File: config.mk
export PLATFORM = sky130hd
export DESIGN_NAME = ula_divider
export DESIGN_NICKNAME = d
export VERILOG_FILES = /design/src/rtl/ula_pkg.sv /design/src/rtl/ula_div_step.sv /design/src/rtl/ula_divider.sv
export SDC_FILE = /design/constraint.sdc
export NUM_CORES = 1
export LEC_CHECK = 0
export ABC_AREA = 1
export CORE_MARGIN = 5
export CORE_UTILIZATION = 35
export CTS_BUF_LIST = sky130_fd_sc_hd__clkbuf_2 sky130_fd_sc_hd__clkbuf_4 sky130_fd_sc_hd__clkbuf_8
export DETAILED_ROUTE_END_ITERATION = 10
export PLACE_DENSITY = 0.54
export REMOVE_ABC_BUFFERS = 1
export SYNTH_ARGS = -nofsm -noshare
export SYNTH_HDL_FRONTEND = slang
export SYNTH_SLANG_ARGS = --single-unit
File: constraint.sdc
create_clock -name clk -period 4.5 [get_ports clk]
set_input_delay 0.9 -clock clk [delete_from_list [all_inputs] [get_ports clk]]
set_output_delay 0.9 -clock clk [all_outputs]
set_load 0.1 [all_outputs]
File: src/rtl/ula_pkg.sv
// rtl/ula_pkg.sv - shared ULA widths, divider state encoding and divide-by-zero constant
package ula_pkg;

  localparam int ULA_A_W   = 8;
  localparam int ULA_RES_W = 16;

  typedef enum logic [1:0] {
    DIV_IDLE,
    DIV_RUN,
    DIV_DONE
  } div_state_t;

  localparam logic [ULA_RES_W-1:0] DIV_BY_ZERO_QUO = 16'hFFFF;

endpackage

File: src/rtl/ula_div_step.sv
// rtl/ula_div_step.sv - one combinational restoring-division iteration
module ula_div_step
  import ula_pkg::*;
#(
  parameter int DIVISOR_W = ULA_A_W
) (
  input  logic [DIVISOR_W:0]   rem_in,
  input  logic                 quo_msb,
  input  logic [DIVISOR_W-1:0] divisor,
  output logic [DIVISOR_W:0]   rem_out,
  output logic                 q_bit
);

  logic [DIVISOR_W:0] rem_shift;
  logic [DIVISOR_W:0] trial;
  logic               fits;

  // Shift in the next dividend bit, trial-subtract, and restore when the divisor does not fit.
  // rem_in is always below the divisor, so its top bit only participates in the fit test.
  always_comb begin
    rem_shift = {rem_in[DIVISOR_W-1:0], quo_msb};
    fits      = {rem_in, quo_msb} >= {2'b00, divisor};
    trial     = rem_shift - {1'b0, divisor};
    rem_out   = fits ? trial : rem_shift;
    q_bit     = fits;
  end

endmodule

File: src/rtl/ula_divider.sv
// rtl/ula_divider.sv - sequential restoring divider with start/busy/done handshake and ULA flags
module ula_divider
  import ula_pkg::*;
#(
  parameter int DIVIDEND_W = ULA_RES_W,
  parameter int DIVISOR_W  = ULA_A_W
) (
  input  logic                  clk,
  input  logic                  rst_n,
  input  logic                  start,
  input  logic [DIVIDEND_W-1:0] dividend,
  input  logic [DIVISOR_W-1:0]  divisor,
  output logic                  busy,
  output logic                  done,
  output logic [DIVIDEND_W-1:0] quotient,
  output logic [DIVISOR_W-1:0]  remainder,
  output logic                  zero_flag,
  output logic                  sign_flag,
  output logic                  div_by_zero
);

  localparam int CNT_W = $clog2(DIVIDEND_W);
  localparam logic [CNT_W-1:0] LAST_ITER = CNT_W'(DIVIDEND_W - 1);

  div_state_t state_q, state_d;
  logic [CNT_W-1:0]      count_q, count_d;
  logic [DIVISOR_W:0]    rem_q, rem_d;
  logic [DIVIDEND_W-1:0] quo_q, quo_d;
  logic [DIVISOR_W-1:0]  dvsr_q, dvsr_d;
  logic [DIVIDEND_W-1:0] quotient_q, quotient_d;
  logic [DIVISOR_W-1:0]  remainder_q, remainder_d;
  logic                  zero_q, zero_d;
  logic                  sign_q, sign_d;
  logic                  dbz_q, dbz_d;
  logic                  busy_q, busy_d;
  logic                  done_q, done_d;

  logic [DIVISOR_W:0]    step_rem;
  logic                  step_q;

  ula_div_step #(
    .DIVISOR_W (DIVISOR_W)
  ) u_step (
    .rem_in  (rem_q),
    .quo_msb (quo_q[DIVIDEND_W-1]),
    .divisor (dvsr_q),
    .rem_out (step_rem),
    .q_bit   (step_q)
  );

  // Next-state and datapath: operand capture in IDLE, one iteration per RUN cycle,
  // result/flag registers written only on the transition into DONE.
  always_comb begin
    state_d     = state_q;
    count_d     = count_q;
    rem_d       = rem_q;
    quo_d       = quo_q;
    dvsr_d      = dvsr_q;
    quotient_d  = quotient_q;
    remainder_d = remainder_q;
    zero_d      = zero_q;
    sign_d      = sign_q;
    dbz_d       = dbz_q;

    case (state_q)
      DIV_IDLE: begin
        if (start) begin
          dvsr_d = divisor;
          if (divisor == '0) begin
            state_d     = DIV_DONE;
            quotient_d  = DIV_BY_ZERO_QUO[DIVIDEND_W-1:0];
            remainder_d = dividend[DIVISOR_W-1:0];
            dbz_d       = 1'b1;
          end else begin
            state_d = DIV_RUN;
            rem_d   = '0;
            quo_d   = dividend;
            count_d = '0;
          end
        end
      end
      DIV_RUN: begin
        rem_d   = step_rem;
        quo_d   = {quo_q[DIVIDEND_W-2:0], step_q};
        count_d = count_q + 1'b1;
        if (count_q == LAST_ITER) begin
          state_d     = DIV_DONE;
          quotient_d  = {quo_q[DIVIDEND_W-2:0], step_q};
          remainder_d = step_rem[DIVISOR_W-1:0];
          dbz_d       = 1'b0;
        end
      end
      DIV_DONE: begin
        state_d = DIV_IDLE;
      end
      default: begin
        state_d = DIV_IDLE;
      end
    endcase

    if (state_q != DIV_DONE && state_d == DIV_DONE) begin
      zero_d = (quotient_d == '0);
      sign_d = quotient_d[DIVIDEND_W-1];
    end

    busy_d = (state_d != DIV_IDLE);
    done_d = (state_d == DIV_DONE);
  end

  // State, datapath and output registers; reset aborts any operation and clears every output.
  always_ff @(posedge clk or negedge rst_n) begin
    if (!rst_n) begin
      state_q     <= DIV_IDLE;
      count_q     <= '0;
      rem_q       <= '0;
      quo_q       <= '0;
      dvsr_q      <= '0;
      quotient_q  <= '0;
      remainder_q <= '0;
      zero_q      <= 1'b0;
      sign_q      <= 1'b0;
      dbz_q       <= 1'b0;
      busy_q      <= 1'b0;
      done_q      <= 1'b0;
    end else begin
      state_q     <= state_d;
      count_q     <= count_d;
      rem_q       <= rem_d;
      quo_q       <= quo_d;
      dvsr_q      <= dvsr_d;
      quotient_q  <= quotient_d;
      remainder_q <= remainder_d;
      zero_q      <= zero_d;
      sign_q      <= sign_d;
      dbz_q       <= dbz_d;
      busy_q      <= busy_d;
      done_q      <= done_d;
    end
  end

  assign busy        = busy_q;
  assign done        = done_q;
  assign quotient    = quotient_q;
  assign remainder   = remainder_q;
  assign zero_flag   = zero_q;
  assign sign_flag   = sign_q;
  assign div_by_zero = dbz_q;

endmodule

==> results_dict.tcl <==
set metrics [dict create \
    first_pass_iters 4 \
    drv_slew 0 \
    grt_overflow 0 \
    post-route-worst-setup-slack_ns 1.72 \
    grt_pass1_vias 2904 \
    crit_path_start_kind "flop" \
    num_vias 2965 \
    finalCriticalPeriod_ns 2.78 \
    rsz0062_at_grt "no" \
    track_usage 0.159 \
    final_nets 518 \
    clock_path_buffers 2 \
    hold_path.startpoint "quo_q[12]" \
    ys_seq_area_frac 0.487 \
    min_path_cells 2 \
    use_met2 0.271 \
    synth-edff-count 0 \
    cts.htree.levels 3 \
    criticalPathCategory "reg2out" \
    grt_max_degree 48 \
    synth.cell_area_um2 3500 \
    postSynthAreaPerCell_um2 8.23 \
    r2r_cells 12 \
    max_cap_violations 0 \
    hold_class "reg2reg" \
    clock_skew_ns 0.00980 \
    endpoint_kind "output port" \
    viasPerCell 4.79 \
    crit_fanout 2 \
    antenna_found_initial 0 \
    rows 36 \
    fillers 986 \
    path_buf_inv 1 \
    rr_startpoint "quo_q[15]" \
    globalRouteMet3Util 0.0429 \
    outcome "finished clean" \
    ys_types 36 \
    core_area_um2 9770 \
    start_util 0.358 \
    postCtsSetupBuffers 0 \
    drive_gt1_frac 0.0823 \
    wl_mm 8.97 \
    numCtsBuffers 9 \
    met1_usage 0.197 \
    finalHoldViolCount 0 \
    drtIter0Drc 123 \
    timing.setup.tns_ns 0 \
    max_stage_delay_ns 1.14 \
    layout_common_cells "nand2_1 (99), dfrtp_1 (68), nor2_1 (58)" \
    port-buffer-count 55 \
    synth_cells 425 \
    finalWeightedCongestion 0.816 \
    syn_to_final_growth_pct 23.4 \
    critPathArrivalTime_ns 1.88 \
    dieArea_um2 12100 \
    worst_pin_slew_ns 1.08 \
    ys_warn_count 0 \
    path_clk_slew_ns 0.08 \
    cp.required_ns 3.60 \
    postCtsResizedCells 0 \
    synth-main-ff-cell "dfrtp_1" \
    drtAntennaViolNets 0 \
    clockRootBuffer "clkbuf_8" \
    cts_tree "built" \
    path_depth 1 \
    ys_seq_elements 68 \
    die_w_um 110 \
    grt_pass1_wl_mm 14.6 \
    dieHeight_um 110 \
    grt-busiest-layer "met2" \
    cts.sinks 68 \
    max_slew_margin 0.277 \
    cp_top_family "buffers and inverters" \
    holdBufCountCts 0 \
    fmax_ghz 0.359 \
    layout_commonest_cell "nand2_1" \
    wl_per_cell_um 14.5 \
    ios 56 \
    cp-startpoint "quotient[5]" \
    drc 0 \
    post-place-ws_ns 1.55 \
    synthArstFlopShare 1.00 \
    period_share 0.618 \
    dpl.hpwl_mm 6.54 \
    antennaDiodeCount 0 \
    clk_latency_ns 0.35 \
    setup_viol 0 \
    cp_cell_sequence "clkdlybuf4s50_1" \
    cp_slowest_cell "clkdlybuf4s50_1" \
]
-- metal layers --
layer / share of wire / routed length, um
met5: 0 / 0
met2: 0.49 / 4430
met3: 0.056 / 501
met1: 0.44 / 3910
met4: 0.014 / 126
-- through the flow --
step	hold WS, ns	cell area, um^2	instances	util
2_1_floorplan	0.442	3410	413	-
3_3_place_gp	0.470	4140	603	0.423
3_5_place_dp	0.471	4140	603	0.423
4_1_cts	0.493	4320	619	0.442
5_1_grt	0.534	4320	619	0.442
6_report	0.489	4320	619	0.442
-- cell usage after synthesis, types with 6 or more instances --
cell type   n  area, um^2
a21oi_1    28         140
buf_2       6        30.0
dfrtp_1    68        1700
ha_1        9         113
inv_1      48         180
nand2_1    99         372
nand3_1    31         155
nor2_1     58         218
o211ai_1    8        60.1
o21ai_0    23         115
-- tightest hold or removal path, stage by stage, from the launching register on --
cell,delay [ns]
dfrtp_1,0.36
nand2_1,0.06
nand2_1,0.05
-- area by class of cell --
cell class              instances  area (um^2)  share of cell area
repair buffers                 57          561               0.130
well taps                     133          166              0.0386
clock buffers                   9          124              0.0287
multi-input cells             295         1520               0.353
flip-flops and latches         68         1700               0.394
clock inverters                 7         53.8              0.0125
inverters                      50          188              0.0435
-- kinds of logic (layout without fill, tap and decap cells) --
logic type | after synthesis | count (layout) | share of synthesized area
AOI/OAI and AO/OA | 68 | 68 | 0.109
adders and majority gates | 10 | 10 | 0.0379
and+or+nand+nor | 212 | 212 | 0.275
buffers and inverters | 62 | 123 | 0.0784
xor gates and xnor gates | 5 | 5 | 0.0125
DFF | 68 | 68 | 0.487
-- sequential cells by signal (all words and copies together) (netlist names) --
signal / flops
busy: 1
count_q: 4
div_by_zero: 1
done: 1
dvsr_q: 8
quo_q: 16
quotient: 16
rem_q: 9
remainder: 8
sign_flag: 1
state_q: 2
zero_flag: 1
-- path summary, 6_finish.rpt --
path,endpoint,slack (ns)
worst min register to register,quo_q[12],0.49
worst max-delay path,quotient[5],1.72
worst min-delay path,quo_q[12],0.49
worst max register to register,rem_q[5],1.91
min in group asynchronous,quo_q[10],0.74
max in group asynchronous,dvsr_q[0],2.84
Power is not shown: default switching activity piles up to over one toggle a cycle in this logic, so the estimate is an artifact.
